$ cat config.mk
export PLATFORM = sky130hd
export DESIGN_NAME = mastermind_board_renderer_flat
export DESIGN_NICKNAME = d
export VERILOG_FILES = /design/src/rtl/mastermind_board_renderer_if.sv /design/src/rtl/mastermind_board_renderer.sv /design/src/flat_wrapper.sv
export SDC_FILE = /design/constraint.sdc
export NUM_CORES = 1
export LEC_CHECK = 0
export CAP_MARGIN = 10
export CORE_ASPECT_RATIO = 0.7
export CORE_UTILIZATION = 50
export DETAILED_ROUTE_END_ITERATION = 10
export HOLD_SLACK_MARGIN = 0.06
export PLACE_DENSITY_LB_ADDON = 0.2
export SYNTH_ARGS = -nofsm -noshare
export SYNTH_HDL_FRONTEND = slang
export SYNTH_SLANG_ARGS = --single-unit
export TNS_END_PERCENT = 50
$ cat constraint.sdc
create_clock -name clk -period 8.7 [get_ports clk]
set_input_delay 0.87 -clock clk [delete_from_list [all_inputs] [get_ports clk]]
set_output_delay 0.87 -clock clk [all_outputs]
set_load 0.1 [all_outputs]
$ cat src/rtl/mastermind_board_renderer_if.sv
// Video pixel bus between display_controller, the board renderer and the DACs.
//   bright          active-video flag
//   hCount/vCount   current pixel coordinate
//   vgaR/vgaG/vgaB  4-bit colour outputs
// master: drives the pixel coordinate and observes colour (timing source / bench).
// slave:  consumes the pixel coordinate and produces colour (renderer).
interface mastermind_board_renderer_if;
    logic       bright;
    logic [9:0] hCount;
    logic [9:0] vCount;
    logic [3:0] vgaR;
    logic [3:0] vgaG;
    logic [3:0] vgaB;

    modport master (output bright, hCount, vCount, input vgaR, vgaG, vgaB);
    modport slave  (input bright, hCount, vCount, output vgaR, vgaG, vgaB);
endinterface

$ cat src/rtl/mastermind_board_renderer.sv
// Mastermind board renderer: 3-stage pipelined pixel generator that draws a
// ROWS x COLS grid of circular pegs, highlights the active guess row with a
// 2 px border and blinks a yellow cursor border on the active slot.
//
// Ports:
//   clk          pixel clock
//   rst          synchronous active-high reset
//   vid          pixel bus (slave): bright/hCount/vCount in, vgaR/G/B out
//   matrix_flat  3-bit peg codes, row r col c at [(r*COLS+c)*3 +: 3]
//   fb_flat      per-row feedback {partial, exact}, row r at [r*2*FW +: 2*FW]
//   guess_num    active row index
//   cursor_col   active slot within the active row
//   q_Input      high while the game is waiting for input
//
// Optional feature: define MM_FEEDBACK_EN to draw the feedback squares to the
// right of the grid. Without it fb_flat is ignored and that area is background.
//
// Latency from (bright, hCount, vCount) to vgaR/G/B is 3 clocks.
module mastermind_board_renderer #(
    parameter int ROWS         = 6,
    parameter int COLS         = 4,
    parameter int SLOT         = 48,
    parameter int MARGIN       = 16,
    parameter int RADIUS       = 16,
    parameter int X0           = 300,
    parameter int Y0           = 50,
    parameter int BLINK_FRAMES = 30,
    localparam int RW = $clog2(ROWS),
    localparam int CW = $clog2(COLS),
    localparam int FW = $clog2(COLS + 1)
) (
    input  logic                     clk,
    input  logic                     rst,
    mastermind_board_renderer_if.slave vid,
    input  logic [ROWS*COLS*3-1:0]   matrix_flat,
    input  logic [ROWS*2*FW-1:0]     fb_flat,
    input  logic [RW-1:0]            guess_num,
    input  logic [CW-1:0]            cursor_col,
    input  logic                     q_Input
);
    localparam int PITCH  = SLOT + MARGIN;
    localparam int GX1    = X0 + COLS * PITCH - MARGIN;
    localparam int GY1    = Y0 + ROWS * PITCH - MARGIN;
    localparam int HALF   = SLOT / 2;
    localparam int R2     = RADIUS * RADIUS;
    localparam int BW     = (BLINK_FRAMES > 1) ? $clog2(BLINK_FRAMES) : 1;

    localparam logic [11:0] C_BLACK  = 12'h000;
    localparam logic [11:0] C_WHITE  = 12'hFFF;
    localparam logic [11:0] C_YELLOW = 12'hFF0;

    function automatic logic [11:0] palette(input logic [2:0] code);
        case (code)
            3'd1:    palette = 12'h00F;
            3'd2:    palette = 12'h0F0;
            3'd3:    palette = 12'h0FF;
            3'd4:    palette = 12'hF00;
            3'd5:    palette = 12'hFF0;
            3'd6:    palette = 12'hF0F;
            default: palette = 12'h888;
        endcase
    endfunction

    // Square of a signed offset, widened before multiplying so nothing is lost.
    function automatic logic [23:0] square(input logic signed [11:0] a);
        logic signed [23:0] w;
        w = 24'(a);
        square = unsigned'(w * w);
    endfunction

    // ------------------------------------------------------------------
    // Frame tick and cursor blink
    // ------------------------------------------------------------------
    logic          zero_now;
    logic          zero_q;
    logic          tick_q;
    logic [BW-1:0] blink_cnt;
    logic          blink_phase;
    logic [RW-1:0] gn_q;
    logic [CW-1:0] cc_q;
    logic          cursor_chg;

    assign zero_now   = (vid.hCount == 10'd0) && (vid.vCount == 10'd0);
    assign cursor_chg = (guess_num != gn_q) || (cursor_col != cc_q);

    always_ff @(posedge clk) begin
        if (rst) begin
            zero_q      <= 1'b0;
            tick_q      <= 1'b0;
            blink_cnt   <= '0;
            blink_phase <= 1'b1;
            gn_q        <= '0;
            cc_q        <= '0;
        end else begin
            zero_q <= zero_now;
            tick_q <= zero_now && !zero_q;
            gn_q   <= guess_num;
            cc_q   <= cursor_col;
            // A cursor move restarts the blink with the cursor visible and
            // overrides a tick landing on the same clock.
            if (cursor_chg) begin
                blink_cnt   <= '0;
                blink_phase <= 1'b1;
            end else if (tick_q) begin
                if (blink_cnt == BW'(BLINK_FRAMES - 1)) begin
                    blink_cnt   <= '0;
                    blink_phase <= ~blink_phase;
                end else begin
                    blink_cnt <= blink_cnt + 1'b1;
                end
            end
        end
    end

    // ------------------------------------------------------------------
    // Stage 1: geometry (cell index, offset inside cell) and input capture
    // ------------------------------------------------------------------
    logic [9:0]    hx, vy, dx_c, dy_c;
    logic          h_in, v_in, cell_c;
    logic [CW-1:0] col_c;
    logic [RW-1:0] row_c;

    always_comb begin
        hx     = vid.hCount - 10'(X0);
        vy     = vid.vCount - 10'(Y0);
        h_in   = (int'(vid.hCount) >= X0) && (int'(vid.hCount) < GX1);
        v_in   = (int'(vid.vCount) >= Y0) && (int'(vid.vCount) < GY1);
        col_c  = CW'(int'(hx) / PITCH);
        row_c  = RW'(int'(vy) / PITCH);
        dx_c   = 10'(int'(hx) % PITCH);
        dy_c   = 10'(int'(vy) % PITCH);
        cell_c = h_in && v_in && (int'(dx_c) < SLOT) && (int'(dy_c) < SLOT);
    end

    logic                   vld_p0, cell_p0, hi_p0, cur_p0, phase_p0;
    logic [9:0]             dx_p0, dy_p0;
    logic [CW-1:0]          col_p0;
    logic [RW-1:0]          row_p0;
    logic [ROWS*COLS*3-1:0] mat_p0;

`ifdef MM_FEEDBACK_EN
    localparam int FX     = X0 + COLS * PITCH;
    localparam int FB_W   = COLS * 12 - 4;
    localparam int FB_TOP = (SLOT - 8) / 2;

    logic [9:0]          fx;
    logic                fb_c;
    logic [CW-1:0]       k_c;
    logic                fb_p0;
    logic [CW-1:0]       k_p0;
    logic [ROWS*2*FW-1:0] fbv_p0;

    // Feedback squares: 8 px wide on a 12 px pitch, vertically centred in
    // the row, only for rows already guessed.
    always_comb begin
        fx   = vid.hCount - 10'(FX);
        k_c  = CW'(int'(fx) / 12);
        fb_c = (int'(vid.hCount) >= FX) && (int'(vid.hCount) < FX + FB_W)
            && v_in && (int'(dy_c) >= FB_TOP) && (int'(dy_c) < FB_TOP + 8)
            && ((int'(fx) % 12) < 8) && (row_c < guess_num);
    end
`endif

    always_ff @(posedge clk) begin
        if (rst) begin
            vld_p0   <= 1'b0;
            cell_p0  <= 1'b0;
            hi_p0    <= 1'b0;
            cur_p0   <= 1'b0;
            phase_p0 <= 1'b0;
            dx_p0    <= '0;
            dy_p0    <= '0;
            col_p0   <= '0;
            row_p0   <= '0;
            mat_p0   <= '0;
`ifdef MM_FEEDBACK_EN
            fb_p0    <= 1'b0;
            k_p0     <= '0;
            fbv_p0   <= '0;
`endif
        end else begin
            vld_p0   <= vid.bright;
            cell_p0  <= cell_c;
            hi_p0    <= q_Input && (row_c == guess_num);
            cur_p0   <= (col_c == cursor_col);
            phase_p0 <= blink_phase;
            dx_p0    <= dx_c;
            dy_p0    <= dy_c;
            col_p0   <= col_c;
            row_p0   <= row_c;
            mat_p0   <= matrix_flat;
`ifdef MM_FEEDBACK_EN
            fb_p0    <= fb_c;
            k_p0     <= k_c;
            fbv_p0   <= fb_flat;
`endif
        end
    end

    // ------------------------------------------------------------------
    // Stage 2: distance from cell centre, peg code, border flag
    // ------------------------------------------------------------------
    logic signed [11:0] ox, oy;
    logic [24:0]        d2_c;
    logic [2:0]         code_c;
    logic               border_c;

    always_comb begin
        ox       = $signed({2'b00, dx_p0}) - 12'sd0 - $signed(12'(HALF));
        oy       = $signed({2'b00, dy_p0}) - $signed(12'(HALF));
        d2_c     = {1'b0, square(ox)} + {1'b0, square(oy)};
        code_c   = mat_p0[(int'(row_p0) * COLS + int'(col_p0)) * 3 +: 3];
        border_c = (dx_p0 < 10'd2) || (int'(dx_p0) >= SLOT - 2)
                || (dy_p0 < 10'd2) || (int'(dy_p0) >= SLOT - 2);
    end

    logic        vld_p1, cell_p1, edge_p1, cur_p1, phase_p1;
    logic [24:0] d2_p1;
    logic [2:0]  code_p1;

`ifdef MM_FEEDBACK_EN
    function automatic int sat_exact(input logic [FW-1:0] e);
        sat_exact = (int'(e) > COLS) ? COLS : int'(e);
    endfunction

    logic [11:0] fbrgb_c;
    logic        fb_p1;
    logic [11:0] fbrgb_p1;

    // exact takes precedence: partial only fills the squares left over.
    always_comb begin
        int ex;
        int pa;
        ex = sat_exact(fbv_p0[int'(row_p0) * 2 * FW +: FW]);
        pa = int'(fbv_p0[int'(row_p0) * 2 * FW + FW +: FW]);
        if (int'(k_p0) < ex)           fbrgb_c = 12'hF00;
        else if (int'(k_p0) < ex + pa) fbrgb_c = 12'hFFF;
        else                           fbrgb_c = 12'h444;
    end
`endif

    always_ff @(posedge clk) begin
        if (rst) begin
            vld_p1   <= 1'b0;
            cell_p1  <= 1'b0;
            edge_p1  <= 1'b0;
            cur_p1   <= 1'b0;
            phase_p1 <= 1'b0;
            d2_p1    <= '0;
            code_p1  <= '0;
`ifdef MM_FEEDBACK_EN
            fb_p1    <= 1'b0;
            fbrgb_p1 <= '0;
`endif
        end else begin
            vld_p1   <= vld_p0;
            cell_p1  <= cell_p0;
            edge_p1  <= border_c && hi_p0;
            cur_p1   <= cur_p0;
            phase_p1 <= phase_p0;
            d2_p1    <= d2_c;
            code_p1  <= code_c;
`ifdef MM_FEEDBACK_EN
            fb_p1    <= fb_p0;
            fbrgb_p1 <= fbrgb_c;
`endif
        end
    end

    // ------------------------------------------------------------------
    // Stage 3: colour select and output register
    // ------------------------------------------------------------------
    logic [11:0] rgb_c;
    logic [11:0] rgb_p2;

    always_comb begin
        rgb_c = C_BLACK;
        if (vld_p1) begin
            if (cell_p1) begin
                if (d2_p1 <= 25'(R2))
                    rgb_c = palette(code_p1);
                else if (edge_p1)
                    rgb_c = (cur_p1 && phase_p1) ? C_YELLOW : C_WHITE;
            end
`ifdef MM_FEEDBACK_EN
            else if (fb_p1) begin
                rgb_c = fbrgb_p1;
            end
`endif
        end
    end

    always_ff @(posedge clk) begin
        if (rst) rgb_p2 <= '0;
        else     rgb_p2 <= rgb_c;
    end

    assign vid.vgaR = rgb_p2[11:8];
    assign vid.vgaG = rgb_p2[7:4];
    assign vid.vgaB = rgb_p2[3:0];
endmodule

$ cat src/flat_wrapper.sv
// flat-port wrapper written by rule: the top's interface ports become plain ports
module mastermind_board_renderer_flat 
#(
    parameter int ROWS         = 6,
    parameter int COLS         = 4,
    parameter int SLOT         = 48,
    parameter int MARGIN       = 16,
    parameter int RADIUS       = 16,
    parameter int X0           = 300,
    parameter int Y0           = 50,
    parameter int BLINK_FRAMES = 30,
    localparam int RW = $clog2(ROWS),
    localparam int CW = $clog2(COLS),
    localparam int FW = $clog2(COLS + 1)
)
  (clk, rst, matrix_flat, fb_flat, guess_num, cursor_col, q_Input, vid_bright, vid_hCount, vid_vCount, vid_vgaR, vid_vgaG, vid_vgaB);
  mastermind_board_renderer_if vid_i ();
  input  logic clk;
  input  logic rst;
  input  logic [ROWS*COLS*3-1:0] matrix_flat;
  input  logic [ROWS*2*FW-1:0] fb_flat;
  input  logic [RW-1:0] guess_num;
  input  logic [CW-1:0] cursor_col;
  input  logic q_Input;
  input wire logic [$bits(vid_i.bright)-1:0] vid_bright;
  input wire logic [$bits(vid_i.hCount)-1:0] vid_hCount;
  input wire logic [$bits(vid_i.vCount)-1:0] vid_vCount;
  output wire logic [$bits(vid_i.vgaR)-1:0] vid_vgaR;
  output wire logic [$bits(vid_i.vgaG)-1:0] vid_vgaG;
  output wire logic [$bits(vid_i.vgaB)-1:0] vid_vgaB;
  assign vid_i.bright = vid_bright;
  assign vid_i.hCount = vid_hCount;
  assign vid_i.vCount = vid_vCount;
  assign vid_vgaR = vid_i.vgaR;
  assign vid_vgaG = vid_i.vgaG;
  assign vid_vgaB = vid_i.vgaB;
  mastermind_board_renderer #(.ROWS(ROWS), .COLS(COLS), .SLOT(SLOT), .MARGIN(MARGIN), .RADIUS(RADIUS), .X0(X0), .Y0(Y0), .BLINK_FRAMES(BLINK_FRAMES)) u_core (.clk(clk), .rst(rst), .vid(vid_i), .matrix_flat(matrix_flat), .fb_flat(fb_flat), .guess_num(guess_num), .cursor_col(cursor_col), .q_Input(q_Input));
endmodule
# [Word-level counts from Yosys, hierarchy flattened]
# Index checks and enable logic that the tools add are counted.
[totals] ff_bits=160 input_bits=137 out_inout_bits=12 wordCells=87
[op_classes] n_addsub=7 multipliers=3 magnitude_cmp=11 eq_ne=11 shifts=1 mux=5 bitwise_logic=3 reduce_logical=20
[op_table] op="$pmux 12 s6" count=1
[op_table] op="$shiftx 72x32->3" count=1
[op_table] op="$mul 11x11->22" count=2
[op_table] op="$mul 32x3->32 const B" count=1
[op_table] op="$ge 10x6->1 const B" count=3
[op_table] op="$add 24x24->25" count=1
[op_table] op="$le 25x9->1 const B" count=1
[op_table] op="$mux 12" count=2
[op_table] op="$sub 10x5->11 const B" count=2
[op_table] op="$logic_not 10->1" count=2
[op_table] op="$lt 10x2->1 const B" count=2
[op_table] op="$lt 6x6->1 const B" count=2
[op_table] op="$ge 10x9->1 const B" count=1
[op_table] op="$logic_and 1x1->1" count=10
[op_table] op="$lt 10x10->1 const B" count=1
[op_table] op="$lt 10x9->1 const B" count=1
[op_table] op="$eq 3x3->1 const B" count=3
[op_table] op="$sub 9x6->9 const B" count=1
[op_table] op="$sub 8x6->8 const B" count=1
[op_table] op="$add 5x2->6" count=1
[op_table] op="$eq 3x2->1 const B" count=2
[op_table] op="$add 5x1->5 const B" count=1
[op_table] op="$eq 5x5->1 const B" count=1
[op_table] op="$mux 5" count=1
[op_table] op="12 further kinds" count=17

# [Longest topological paths before layout]
# Gate-level depths: netlist of run 1.
[depth] ltp_word=5 ltp_mapped=31 mapped_depth_nobuf=30

# [Least setup slack after synthesis of run 1]
# OpenSTA, ideal clock, no wires.
[synth_timing] path_kind="reg-to-reg" from="register u_core.dx_p0[3]" to="register u_core.d2_p1[21]" setup_time_ps=62 t_arrival_ps=7259 required_time_ps=8638 slack_ps=1379 stages_incl_launch_ff=29 path_cell_list="dfxtp_1 > nand2_1 > nand2_1 > clkinv_1 > nand2_1 > inv_1 > fa_1 > fa_1 > inv_1 > fa_1 > inv_1 > fa_1 > inv_1 > fa_1 > inv_1 > ha_1 > or2_2 > o311ai_0 > o31ai_1 > a21o_1 > a21boi_0 > xnor2_1 > ha_1 > and3_1 > and3_1 > and2_1 > a32oi_1 > or4b_2 > nand3_1"
[synth_via] elab_chain_len=3
[synth_lines] item="from (decl)" line="mastermind_board_renderer.sv:136" text="logic [9:0] dx_p0, dy_p0;"
[synth_lines] item="from (signal assigned)" line="mastermind_board_renderer.sv:171" text="dx_p0 <= '0;"
[synth_lines] item="from (signal assigned)" line="mastermind_board_renderer.sv:187" text="dx_p0 <= dx_c;"
[synth_lines] item="$sub 10x5->11" line="mastermind_board_renderer.sv:209" text="ox = $signed({2'b00, dx_p0}) - 12'sd0 - $signed(12'(HALF));"
[synth_lines] item="$mul 11x11->22" line="mastermind_board_renderer.sv:68" text="square = unsigned'(w * w);"
[synth_lines] item="$add 24x24->25" line="mastermind_board_renderer.sv:211" text="d2_c = {1'b0, square(ox)} + {1'b0, square(oy)};"
[synth_lines] item="to (signal assigned)" line="mastermind_board_renderer.sv:249" text="d2_p1 <= '0;"
[synth_lines] item="to (signal assigned)" line="mastermind_board_renderer.sv:261" text="d2_p1 <= d2_c;"
[synth_lines] item="to (decl)" line="mastermind_board_renderer.sv:218" text="logic [24:0] d2_p1;"
# No other way between the ends.
# A chain may end at the register's enable or synchronous reset.

# [Worst setup path in the final report of run 1]
# Same ends and word-level chain as after synthesis.

==> impl_metrics.prom, run 1 <==
# TYPE chip_impl_metric gauge
chip_impl_metric{name="wl_met3",unit="mm"} 1.58
chip_impl_metric{name="grt_pass1_wl",unit="mm"} 54.8
chip_impl_metric{name="critical-path-max-stage-delay",unit="ps"} 660
chip_impl_info{name="root_buffer",value="sky130_fd_sc_hd__clkbuf_16"} 1
chip_impl_metric{name="post-route-drc-count",unit=""} 0
chip_impl_info{name="setup_repair_after_global_routing_missed_its_margin",value="no"} 1
chip_impl_metric{name="synth_area_per_cell",unit="sq um"} 9.52
chip_impl_metric{name="groute.usage.overall",unit=""} 0.225
chip_impl_metric{name="dr_total_vias",unit=""} 10715
chip_impl_metric{name="clock_latency_on_the_worst_skew_pair",unit="ps"} 430
chip_impl_metric{name="first_drt_iteration_drcs",unit=""} 609
chip_impl_info{name="final_common_cell",value="sky130_fd_sc_hd__inv_1"} 1
chip_impl_metric{name="gp_routability_congestion",unit=""} 0.889
chip_impl_metric{name="timing.clock.skew",unit="ps"} 11.0
chip_impl_info{name="highest_layer_used_for_signal_routing",value="met4"} 1
chip_impl_metric{name="die_h",unit="microns"} 147
chip_impl_info{name="cpMaxStageDelayCell",value="sky130_fd_sc_hd__or4b_2"} 1
chip_impl_metric{name="final_period_minus_worst_setup_slack",unit="ps"} 7950
chip_impl_metric{name="setup-violations-final",unit=""} 0
chip_impl_info{name="critical_path.top_delay_family",value="adder cells"} 1
chip_impl_metric{name="postRouteWirelength",unit="mm"} 33.0
chip_impl_metric{name="timing.max_cap.violations",unit=""} 0
chip_impl_metric{name="route.met2.wl",unit="mm"} 13.4
chip_impl_metric{name="clk_pin_slew",unit="ps"} 70
chip_impl_metric{name="critical_path.max_fanout",unit=""} 8
chip_impl_metric{name="initial_antenna_violation_count",unit=""} 1
chip_impl_metric{name="ioPinCount",unit=""} 149
chip_impl_metric{name="core_region_area",unit="sq um"} 29200
chip_impl_metric{name="final_layout_size_suffix_gt1_frac",unit=""} 0.0708
chip_impl_metric{name="slew_violations",unit=""} 0
chip_impl_metric{name="yosys_warnings",unit=""} 0
chip_impl_metric{name="timing_hold_violations_final",unit=""} 0
chip_impl_metric{name="yosys_register_bits",unit=""} 146
chip_impl_metric{name="num_rows",unit=""} 52
chip_impl_info{name="crit_top_cell",value="sky130_fd_sc_hd__inv_1"} 1
chip_impl_metric{name="first_global_vias",unit=""} 10733
chip_impl_metric{name="cts_sinks",unit=""} 146
chip_impl_metric{name="cp_data_arrival_time",unit="ps"} 8310
chip_impl_metric{name="syn-num-nets",unit=""} 2033
chip_impl_metric{name="maximum_number_of_pins_on_one_net_before_global_route_repair",unit=""} 111
chip_impl_metric{name="setup_total_negative_slack",unit="ps"} 0
chip_impl_info{name="netlist.top_cell.by_area",value="sky130_fd_sc_hd__fa_1"} 1
chip_impl_metric{name="syn_inst",unit=""} 1579
chip_impl_metric{name="ctsHoldBuffers",unit=""} 0
chip_impl_metric{name="htree_levels",unit=""} 4
chip_impl_metric{name="asyncSetResetFlopFracSynth",unit=""} 0
chip_impl_metric{name="drt-met1-wl",unit="mm"} 17.4
chip_impl_metric{name="yosysSeqAreaShare",unit=""} 0.195
chip_impl_metric{name="worst_ep_required_time",unit="ps"} 9060
chip_impl_metric{name="dp_hpwl",unit="mm"} 27.7
chip_impl_info{name="hp-class",value="reg2reg"} 1
chip_impl_metric{name="final_antenna_net_count",unit=""} 0
chip_impl_info{name="yosys_most_used_dff",value="sky130_fd_sc_hd__dfxtp_1"} 1
chip_impl_metric{name="synth_cell_area",unit="sq um"} 15000
chip_impl_metric{name="design.final.nets",unit=""} 2121
chip_impl_metric{name="cts_max_path_buffers",unit=""} 2
chip_impl_metric{name="num-fill-cells",unit=""} 2528
chip_impl_info{name="crit_type",value="reg2reg"} 1
chip_impl_metric{name="initial_core_util",unit=""} 0.514
chip_impl_metric{name="chipWidth",unit="microns"} 209
chip_impl_info{name="mostFrequentLayoutCells",value="sky130_fd_sc_hd__inv_1, sky130_fd_sc_hd__fa_1, sky130_fd_sc_hd__dfxtp_1"} 1
chip_impl_info{name="worst_setup_path_start_kind",value="flip-flop"} 1
chip_impl_metric{name="timing.fmax",unit="MHz"} 126
chip_impl_metric{name="die-area",unit="sq um"} 30800
chip_impl_metric{name="area.growth.synth_to_final",unit="%"} 13.2
chip_impl_metric{name="synth.distinct_cells",unit=""} 56
chip_impl_info{name="synth_area_leaders",value="sky130_fd_sc_hd__fa_1, sky130_fd_sc_hd__dfxtp_1, sky130_fd_sc_hd__ha_1"} 1
chip_impl_metric{name="layout_worst_path_cycle_share",unit=""} 0.913
chip_impl_metric{name="grt-ovfl-total",unit=""} 0
chip_impl_info{name="run_status",value="completed"} 1
chip_impl_metric{name="post-synth-top-area-fraction",unit=""} 0.232
chip_impl_info{name="tritoncts",value="built"} 1
chip_impl_metric{name="cts_made_buffers",unit=""} 17
chip_impl_metric{name="drtPass1Iterations",unit=""} 6
chip_impl_metric{name="wire_per_inst",unit="microns"} 16.0
chip_impl_metric{name="placement.io_buffers",unit=""} 112
chip_impl_metric{name="timing.critical_path.buf_inv",unit=""} 6
chip_impl_metric{name="avgViaCountPerCell",unit=""} 5.20
chip_impl_metric{name="ctsResizeCount",unit=""} 0
chip_impl_info{name="timing.critical_path.to_type",value="flip-flop"} 1
chip_impl_metric{name="cts_setup_buffers",unit=""} 0
chip_impl_metric{name="transition_at_the_pin_with_the_smallest_max_transition_slack",unit="ps"} 1070
chip_impl_metric{name="number_of_synthesized_flops_with_an_enable_pin",unit=""} 0
chip_impl_metric{name="worst_slew_margin_rel",unit=""} 0.287
==> layer usage <==
metal | vias to the layer above | GRT usage
met3 | 29 | 0.0265
met2 | 240 | 0.313
met1 | 5173 | 0.366
met4 | 0 | 0.0529
li1 | 5273 | -
met5 | - | 0
==> sequential cells by signal (all words and copies together), names as in the netlist, 2 cells and up <==
| signal | flops |
|---|---|
| u_core.rgb_p2 | 6 |
| u_core.dx_p0 | 6 |
| u_core.cc_q | 2 |
| u_core.gn_q | 3 |
| u_core.row_p0 | 3 |
| u_core.col_p0 | 2 |
| u_core.dy_p0 | 6 |
| u_core.blink_cnt | 5 |
| u_core.code_p1 | 3 |
| u_core.mat_p0 | 72 |
| u_core.d2_p1 | 25 |
==> worst reg2reg max path: cells and delay by family (launching register included) <==
family          cells  cell delay, ps
buf+inv             6             350
compound gates      5            1140
flops               1             480
fa+ha+maj           9            3820
xor+xnor            1             120
simple gates        7            1930
==> synth_stat cells, types with 3 or more instances <==
| master | n |
|---|---|
| sky130_fd_sc_hd__a2111oi_0 | 3 |
| sky130_fd_sc_hd__a211oi_1 | 13 |
| sky130_fd_sc_hd__a21boi_0 | 5 |
| sky130_fd_sc_hd__a21o_1 | 22 |
| sky130_fd_sc_hd__a21oi_1 | 61 |
| sky130_fd_sc_hd__a22oi_1 | 5 |
| sky130_fd_sc_hd__a31oi_1 | 10 |
| sky130_fd_sc_hd__and2_1 | 8 |
| sky130_fd_sc_hd__and3_1 | 8 |
| sky130_fd_sc_hd__buf_1 | 4 |
| sky130_fd_sc_hd__buf_2 | 7 |
| sky130_fd_sc_hd__buf_4 | 7 |
| sky130_fd_sc_hd__clkbuf_1 | 32 |
| sky130_fd_sc_hd__dfxtp_1 | 146 |
| sky130_fd_sc_hd__fa_1 | 174 |
| sky130_fd_sc_hd__ha_1 | 143 |
| sky130_fd_sc_hd__inv_1 | 319 |
| sky130_fd_sc_hd__mux2_2 | 8 |
| sky130_fd_sc_hd__mux2i_1 | 14 |
| sky130_fd_sc_hd__mux4_2 | 54 |
| sky130_fd_sc_hd__nand2_1 | 80 |
| sky130_fd_sc_hd__nand2b_1 | 16 |
| sky130_fd_sc_hd__nand3_1 | 11 |
| sky130_fd_sc_hd__nand3b_1 | 5 |
| sky130_fd_sc_hd__nand4_1 | 10 |
| sky130_fd_sc_hd__nand4b_1 | 3 |
| sky130_fd_sc_hd__nor2_1 | 89 |
| sky130_fd_sc_hd__nor2b_1 | 116 |
| sky130_fd_sc_hd__nor3_1 | 20 |
| sky130_fd_sc_hd__nor4_1 | 8 |
| sky130_fd_sc_hd__nor4b_1 | 3 |
| sky130_fd_sc_hd__o21a_1 | 6 |
| sky130_fd_sc_hd__o21ai_0 | 43 |
| sky130_fd_sc_hd__o21bai_1 | 6 |
| sky130_fd_sc_hd__o31ai_1 | 5 |
| sky130_fd_sc_hd__or2_2 | 10 |
| sky130_fd_sc_hd__or3_1 | 5 |
| sky130_fd_sc_hd__xnor2_1 | 48 |
| sky130_fd_sc_hd__xor2_1 | 27 |
==> path summary, 6_finish.rpt <==
check	start	to	slack (ps)	cells past startpoint
worst max-delay path	u_core.dx_p0[3]	u_core.d2_p1[21]	750	28
worst min-delay path	u_core.phase_p0	u_core.phase_p1	440	1
worst max register to register	u_core.dx_p0[3]	u_core.d2_p1[21]	750	28
worst min register to register	u_core.phase_p0	u_core.phase_p1	440	1
==> stage by stage <==
step / std cells / instance area [sq um] / setup slack, ps / hold WS [ps] / util
final: 2059 / 17000 / 753 / 443 / 0.582
after global routing: 2059 / 17000 / 236 / 454 / 0.582
after CTS: 2058 / 17000 / 843 / 444 / 0.582
after detailed placement: 2026 / 16400 / 860 / 429 / 0.563
after global placement: 2026 / 16400 / 927 / 422 / 0.563
after floorplan: 1579 / 15000 / 1380 / 367 / -
==> cell type report <==
| cell class | instances | area [sq um] | share of cell area |
|---|---|---|---|
| Antenna cell | 1 | 2.50 | 0.000147 |
| Clock buffer | 17 | 425 | 0.0250 |
| Clock inverter | 15 | 134 | 0.00787 |
| Inverter | 320 | 1200 | 0.0706 |
| Multi-Input combinational cell | 1062 | 10700 | 0.627 |
| Sequential cell | 146 | 2920 | 0.172 |
| Tap cell | 378 | 473 | 0.0278 |
| Timing Repair Buffer | 120 | 1180 | 0.0693 |
==> cell families (layout without fill, tap and decap cells) <==
kind of cell | Yosys count | after routing | share of synthesized area
AOI/OAI and AO/OA | 196 | 196 | 0.0819
DFF | 146 | 146 | 0.195
muxes | 76 | 76 | 0.0963
xor gates and xnor gates | 75 | 75 | 0.0437
and+or+nand+nor | 398 | 398 | 0.137
other | 0 | 1 | 0
adders and majority gates | 317 | 317 | 0.351
buffers and inverters | 371 | 472 | 0.0955
Power of run 1 is not shown: default switching activity piles up to over one toggle a cycle in this logic, so the estimate is an artifact.
==> run 2: changes to the inputs <==
==> constraint.sdc (replaced) <==
create_clock -name clk -period 6.8 [get_ports clk]
set_input_delay 0.68 -clock clk [delete_from_list [all_inputs] [get_ports clk]]
set_output_delay 0.68 -clock clk [all_outputs]
set_load 0.1 [all_outputs]
==> run 2 against run 1 <==
  * Sequential cell count unchanged
  * Wire length increased by 4.1%
  * Non-clock buffer count grew 134
  * Critical path depth decreased by 1
  * Clock skew is 2.0 ps lower
  * Critical path type unchanged
==> impl_metrics.prom, run 2 (synthesis results as in run 1) <==
# TYPE chip_impl_metric gauge
chip_impl_metric{name="cts_max_path_buffers",unit=""} 2
chip_impl_metric{name="gp_routability_congestion",unit=""} 0.912
chip_impl_metric{name="dp_hpwl",unit="mm"} 28.5
chip_impl_info{name="final_common_cell",value="sky130_fd_sc_hd__inv_1"} 1
chip_impl_metric{name="cp_data_arrival_time",unit="ps"} 7000
chip_impl_metric{name="clk_pin_slew",unit="ps"} 60
chip_impl_info{name="hp-class",value="reg2reg"} 1
chip_impl_metric{name="hold-worst-slack",unit="ps"} 440
chip_impl_metric{name="grt-ovfl-total",unit=""} 0
chip_impl_metric{name="groute.usage.overall",unit=""} 0.228
chip_impl_info{name="largestRegisters",value="u_core.mat_p0 (72), u_core.d2_p1 (25)"} 1
chip_impl_info{name="tritoncts",value="built"} 1
chip_impl_metric{name="area.growth.synth_to_final",unit="%"} 24.4
chip_impl_metric{name="cts_made_buffers",unit=""} 17
chip_impl_metric{name="setup-violations-final",unit=""} 0
chip_impl_info{name="mostFrequentLayoutCells",value="sky130_fd_sc_hd__inv_1, sky130_fd_sc_hd__fa_1, sky130_fd_sc_hd__dfxtp_1"} 1
chip_impl_metric{name="min_delay_path_depth",unit=""} 1
chip_impl_metric{name="core_region_area",unit="sq um"} 29200
chip_impl_metric{name="timing_hold_violations_final",unit=""} 0
chip_impl_metric{name="n_antenna_cell",unit=""} 0
chip_impl_metric{name="design.final.nets",unit=""} 2255
chip_impl_metric{name="avgViaCountPerCell",unit=""} 5.13
chip_impl_metric{name="final_period_minus_worst_setup_slack",unit="ps"} 6640
chip_impl_metric{name="ioPinCount",unit=""} 149
chip_impl_metric{name="timing.reg2reg.worst_path_depth",unit=""} 27
chip_impl_metric{name="num-fill-cells",unit=""} 2383
chip_impl_metric{name="postRouteWirelength",unit="mm"} 34.3
chip_impl_metric{name="maximum_number_of_pins_on_one_net_before_global_route_repair",unit=""} 80
chip_impl_metric{name="post_dp_cell_area",unit="sq um"} 17500
chip_impl_metric{name="grt_pass1_wl",unit="mm"} 55.6
chip_impl_metric{name="final_antenna_net_count",unit=""} 0
chip_impl_metric{name="initial_antenna_violation_count",unit=""} 2
chip_impl_metric{name="layout.cell_area.non_filler",unit="sq um"} 18700
chip_impl_metric{name="first_global_vias",unit=""} 11147
chip_impl_metric{name="first_drt_iteration_drcs",unit=""} 761
chip_impl_metric{name="ctsHoldBuffers",unit=""} 0
chip_impl_info{name="root_buffer",value="sky130_fd_sc_hd__clkbuf_16"} 1
chip_impl_info{name="crit_type",value="reg2reg"} 1
chip_impl_info{name="timing.critical_path.to_type",value="flip-flop"} 1
chip_impl_metric{name="htree_levels",unit=""} 4
chip_impl_metric{name="die-area",unit="sq um"} 30800
chip_impl_metric{name="timing.clock.skew",unit="ps"} 9.00
chip_impl_metric{name="final_layout_size_suffix_gt1_frac",unit=""} 0.195
chip_impl_metric{name="die_h",unit="microns"} 147
chip_impl_metric{name="slew_violations",unit=""} 0
chip_impl_metric{name="chipWidth",unit="microns"} 209
chip_impl_metric{name="num_rows",unit=""} 52
chip_impl_metric{name="layout_worst_path_cycle_share",unit=""} 0.976
chip_impl_metric{name="placement.io_buffers",unit=""} 112
chip_impl_info{name="most_flops_register",value="u_core.mat_p0"} 1
chip_impl_metric{name="post-route-drc-count",unit=""} 0
chip_impl_metric{name="drtPass1Iterations",unit=""} 5
chip_impl_metric{name="critical_path.max_fanout",unit=""} 6
chip_impl_info{name="run_status",value="completed"} 1
chip_impl_metric{name="worst_slew_margin_rel",unit=""} 0.351
chip_impl_metric{name="dr_total_vias",unit=""} 11237
chip_impl_info{name="worst_setup_path_start_kind",value="flip-flop"} 1
chip_impl_metric{name="worst_ep_required_time",unit="ps"} 7170
chip_impl_metric{name="cts_sinks",unit=""} 146
chip_impl_metric{name="initial_core_util",unit=""} 0.514
chip_impl_info{name="setup_repair_after_global_routing_missed_its_margin",value="yes"} 1
chip_impl_metric{name="transition_at_the_pin_with_the_smallest_max_transition_slack",unit="ps"} 971
chip_impl_metric{name="clock_latency_on_the_worst_skew_pair",unit="ps"} 430
chip_impl_metric{name="timing.fmax",unit="MHz"} 151
chip_impl_metric{name="timing.max_cap.violations",unit=""} 0
chip_impl_metric{name="largest_reg_flops",unit=""} 72
chip_impl_metric{name="wire_per_inst",unit="microns"} 15.7
==> run 2: cell types whose count changed in the layout (fill, tap and decap cells not counted), sizes merged <==
cell	previous run	this run
clkinvlp	3	4
buf	9	143
inv	329	321
clkbuf	17	20
diode	1	0
bufinv	0	3
==> run 2: metal layers <==
layer,global-route usage,up-vias,part of all wire
met5,0,-,0
met4,0.0353,0,0.0051
met3,0.0425,15,0.050
met2,0.328,241,0.43
met1,0.358,5447,0.51
li1,-,5534,-
==> run 2: worst paths after layout <==
check / start / end / slack (ps)
setup / recovery: u_core.dy_p0[3] / u_core.d2_p1[21] / 160
hold / removal: u_core.vld_p0 / u_core.vld_p1 / 440
setup reg to reg: u_core.dy_p0[3] / u_core.d2_p1[21] / 160
hold reg to reg: u_core.vld_p0 / u_core.vld_p1 / 440
==> run 2: final cells by class <==
cell class / instances / area (sq um) / share of cell area
multi-input cells: 1062 / 11200 / 0.602
flip-flops and latches: 146 / 2930 / 0.157
repair buffers: 254 / 2220 / 0.119
inverters: 320 / 1210 / 0.0648
well taps: 378 / 473 / 0.0253
clock buffers: 20 / 457 / 0.0244
clock inverters: 11 / 154 / 0.00823
==> run 2: per-stage QoR <==
stage                     TNS (ps)  utilization  setup slack [ps]  instances
after floorplan                  0            -              2.40       1579
after global placement        -563        0.598              -116       2153
after detailed placement      -894        0.598              -197       2153
after CTS                    -43.0        0.622             -43.0       2184
after global routing          -423        0.640              -122       2191
final                            0        0.640               164       2191
==> run 2: timing repair <==
item	4_1_cts	5_1_grt
buffers inserted	0	7
resized for setup	24	114
endpoints found under the setup margin	8	11
pin swaps	14	86
==> run 2: worst max-delay path: stages (launching register included) <==
cell and delay [ps]:
sky130_fd_sc_hd__dfxtp_4 350, sky130_fd_sc_hd__buf_4 150, sky130_fd_sc_hd__a21oi_2 130, sky130_fd_sc_hd__buf_6 140, sky130_fd_sc_hd__buf_6 100, sky130_fd_sc_hd__nand2b_1 80
sky130_fd_sc_hd__fa_1 510, sky130_fd_sc_hd__fa_1 530, sky130_fd_sc_hd__inv_1 70, sky130_fd_sc_hd__fa_2 420, sky130_fd_sc_hd__fa_1 530, sky130_fd_sc_hd__inv_1 60
sky130_fd_sc_hd__fa_1 510, sky130_fd_sc_hd__inv_1 50, sky130_fd_sc_hd__ha_2 180, sky130_fd_sc_hd__a21o_1 240, sky130_fd_sc_hd__a2111oi_4 380, sky130_fd_sc_hd__o21ai_2 100
sky130_fd_sc_hd__a31o_2 240, sky130_fd_sc_hd__a21oi_2 160, sky130_fd_sc_hd__xnor2_2 130, sky130_fd_sc_hd__ha_1 320, sky130_fd_sc_hd__and3_4 180, sky130_fd_sc_hd__and3_4 170
sky130_fd_sc_hd__and2_4 140, sky130_fd_sc_hd__a32oi_2 120, sky130_fd_sc_hd__or4b_4 490, sky130_fd_sc_hd__nand3_1 90
Power of run 2 is left out for the same reason.
==> run 3: changes to the inputs <==
--- a/config.mk
+++ b/config.mk
@@ -9,6 +9,7 @@
 export CORE_ASPECT_RATIO = 0.7
 export CORE_UTILIZATION = 50
 export DETAILED_ROUTE_END_ITERATION = 10
+export GPL_ROUTABILITY_DRIVEN = 0
 export HOLD_SLACK_MARGIN = 0.06
 export PLACE_DENSITY_LB_ADDON = 0.2
 export SYNTH_ARGS = -nofsm -noshare
==> run 3 against run 2 <==
  * Sequential cell count is the same
  * Via count rose by 0.86%
  * Final area is 0.34% lower
  * Global-route usage grew 0.26 points
  * Critical path type unchanged
==> impl_metrics.prom, run 3 (synthesis results as in run 1) <==
# TYPE chip_impl_metric gauge
chip_impl_metric{name="post-route-drc-count",unit=""} 0
chip_impl_metric{name="clk_pin_slew",unit="ps"} 60
chip_impl_info{name="largestRegisters",value="u_core.mat_p0 (72), u_core.d2_p1 (25)"} 1
chip_impl_metric{name="timing.max_cap.violations",unit=""} 0
chip_impl_metric{name="largest_reg_flops",unit=""} 72
chip_impl_metric{name="ctsHoldBuffers",unit=""} 0
chip_impl_metric{name="slew_violations",unit=""} 0
chip_impl_metric{name="drtPass1Iterations",unit=""} 5
chip_impl_info{name="setup_repair_after_global_routing_missed_its_margin",value="yes"} 1
chip_impl_metric{name="postRouteWirelength",unit="mm"} 34.7
chip_impl_metric{name="grt-ovfl-total",unit=""} 0
chip_impl_info{name="cpMaxStageDelayCell",value="sky130_fd_sc_hd__fa_1"} 1
chip_impl_metric{name="ioPinCount",unit=""} 149
chip_impl_metric{name="design.final.nets",unit=""} 2267
chip_impl_info{name="timing.critical_path.to_type",value="flip-flop"} 1
chip_impl_metric{name="critical_path.max_fanout",unit=""} 9
chip_impl_metric{name="setup_total_negative_slack",unit="ps"} 0
chip_impl_metric{name="layout_worst_path_cycle_share",unit=""} 0.978
chip_impl_info{name="root_buffer",value="sky130_fd_sc_hd__clkbuf_16"} 1
chip_impl_metric{name="layout.core_utilization",unit=""} 0.638
chip_impl_info{name="run_status",value="completed"} 1
chip_impl_metric{name="final_antenna_net_count",unit=""} 0
chip_impl_metric{name="dpl_worst_slack",unit="ps"} -213
chip_impl_metric{name="avgViaCountPerCell",unit=""} 5.14
chip_impl_metric{name="critical-path-max-stage-delay",unit="ps"} 550
chip_impl_metric{name="dr_total_vias",unit=""} 11334
chip_impl_metric{name="groute.usage.overall",unit=""} 0.230
chip_impl_metric{name="num_rows",unit=""} 52
chip_impl_info{name="most_flops_register",value="u_core.mat_p0"} 1
chip_impl_metric{name="post-route-worst-setup-slack",unit="ps"} 149
chip_impl_info{name="worst_setup_path_start_kind",value="flip-flop"} 1
chip_impl_metric{name="die-area",unit="sq um"} 30800
chip_impl_metric{name="transition_at_the_pin_with_the_smallest_max_transition_slack",unit="ps"} 966
chip_impl_metric{name="initial_antenna_violation_count",unit=""} 0
chip_impl_metric{name="wire_per_inst",unit="microns"} 15.8
chip_impl_metric{name="first_global_vias",unit=""} 11287
chip_impl_metric{name="setup-violations-final",unit=""} 0
chip_impl_info{name="crit_type",value="reg2reg"} 1
chip_impl_info{name="final_common_cell",value="sky130_fd_sc_hd__inv_1"} 1
chip_impl_info{name="hp-class",value="reg2reg"} 1
chip_impl_metric{name="timing.clock.skew",unit="ps"} 8.87
chip_impl_info{name="mostFrequentLayoutCells",value="sky130_fd_sc_hd__inv_1, sky130_fd_sc_hd__fa_1, sky130_fd_sc_hd__buf_4"} 1
chip_impl_metric{name="maximum_number_of_pins_on_one_net_before_global_route_repair",unit=""} 73
chip_impl_metric{name="dp_hpwl",unit="mm"} 29.2
chip_impl_metric{name="htree_levels",unit=""} 4
chip_impl_metric{name="worst_slew_margin_rel",unit=""} 0.354
chip_impl_metric{name="n_antenna_cell",unit=""} 0
chip_impl_metric{name="placement.io_buffers",unit=""} 112
chip_impl_info{name="tritoncts",value="built"} 1
chip_impl_metric{name="clock_latency_on_the_worst_skew_pair",unit="ps"} 420
chip_impl_metric{name="initial_core_util",unit=""} 0.514
chip_impl_metric{name="placedCellCount",unit=""} 2161
chip_impl_metric{name="cts_max_path_buffers",unit=""} 2
chip_impl_metric{name="cp_data_arrival_time",unit="ps"} 6960
chip_impl_metric{name="final_cell_count_no_fill",unit=""} 2204
chip_impl_metric{name="timing.fmax",unit="MHz"} 150
chip_impl_metric{name="first_drt_iteration_drcs",unit=""} 668
chip_impl_metric{name="grt_pass1_wl",unit="mm"} 56.4
chip_impl_metric{name="final_period_minus_worst_setup_slack",unit="ps"} 6650
chip_impl_metric{name="final_layout_size_suffix_gt1_frac",unit=""} 0.197
chip_impl_metric{name="timing_hold_violations_final",unit=""} 0
chip_impl_metric{name="die_h",unit="microns"} 147
chip_impl_info{name="crit_top_cell",value="sky130_fd_sc_hd__fa_1"} 1
chip_impl_metric{name="area.growth.synth_to_final",unit="%"} 24.0
chip_impl_metric{name="worst_ep_required_time",unit="ps"} 7110
chip_impl_metric{name="chipWidth",unit="microns"} 209
chip_impl_metric{name="cts_sinks",unit=""} 146
chip_impl_metric{name="core_region_area",unit="sq um"} 29200
chip_impl_metric{name="cts_made_buffers",unit=""} 17
==> run 3: cell types whose count changed in the layout (fill, tap and decap cells not counted), sizes merged <==
cell / change
inv: +1
bufinv: -2
buf: +12
clkinvlp: -2
clkinv: +6
clkbuf: -2
==> run 3: per-layer routing <==
metal,part of all wire,global-route usage,up-vias,wire [microns]
li1,-,-,5556,-
met2,0.44,0.344,240,15300
met1,0.51,0.359,5527,17800
met5,0,0,-,0
met3,0.041,0.0346,11,1430
met4,0.0069,0.0313,0,238
==> run 3: final timing paths <==
check	depth (start not counted)	slack, ps	startpoint	to
worst max register to register	27	150	u_core.dy_p0[4]	u_core.d2_p1[24]
worst min-delay path	1	430	u_core.zero_q	u_core.tick_q
worst max-delay path	27	150	u_core.dy_p0[4]	u_core.d2_p1[24]
worst min register to register	1	430	u_core.zero_q	u_core.tick_q
==> run 3: what timing repair did <==
item | 4_1_cts | 5_1_grt
setup endpoints to repair | 7 | 12
resized for setup | 25 | 94
pin swaps | 12 | 68
buffers inserted | 3 | 8
==> run 3: layout make-up <==
cell class	instances	area, sq um
clock buffer	18	439
sequential	146	2940
inverter	320	1210
multi-input combinational	1062	11200
tap	378	473
clock inverter	14	130
fill	2423	10600
timing repair buffer	266	2290
==> run 3: worst max-delay path: cells and delay by family, from the launching register on <==
kind | cells | cell delay [ps]
adders and majority gates | 8 | 3430
AOI/OAI and AO/OA | 7 | 1280
buffers and inverters | 8 | 870
and+or+nand+nor | 4 | 600
DFF | 1 | 340
==> run 3: metrics by stage <==
step | hold WS, ps | area (sq um)
after global placement | 407 | 17500
final | 431 | 18600
after floorplan | 367 | 15100
after detailed placement | 417 | 17500
after global routing | 445 | 18600
after CTS | 423 | 18200
Power of run 3 is left out for the same reason.
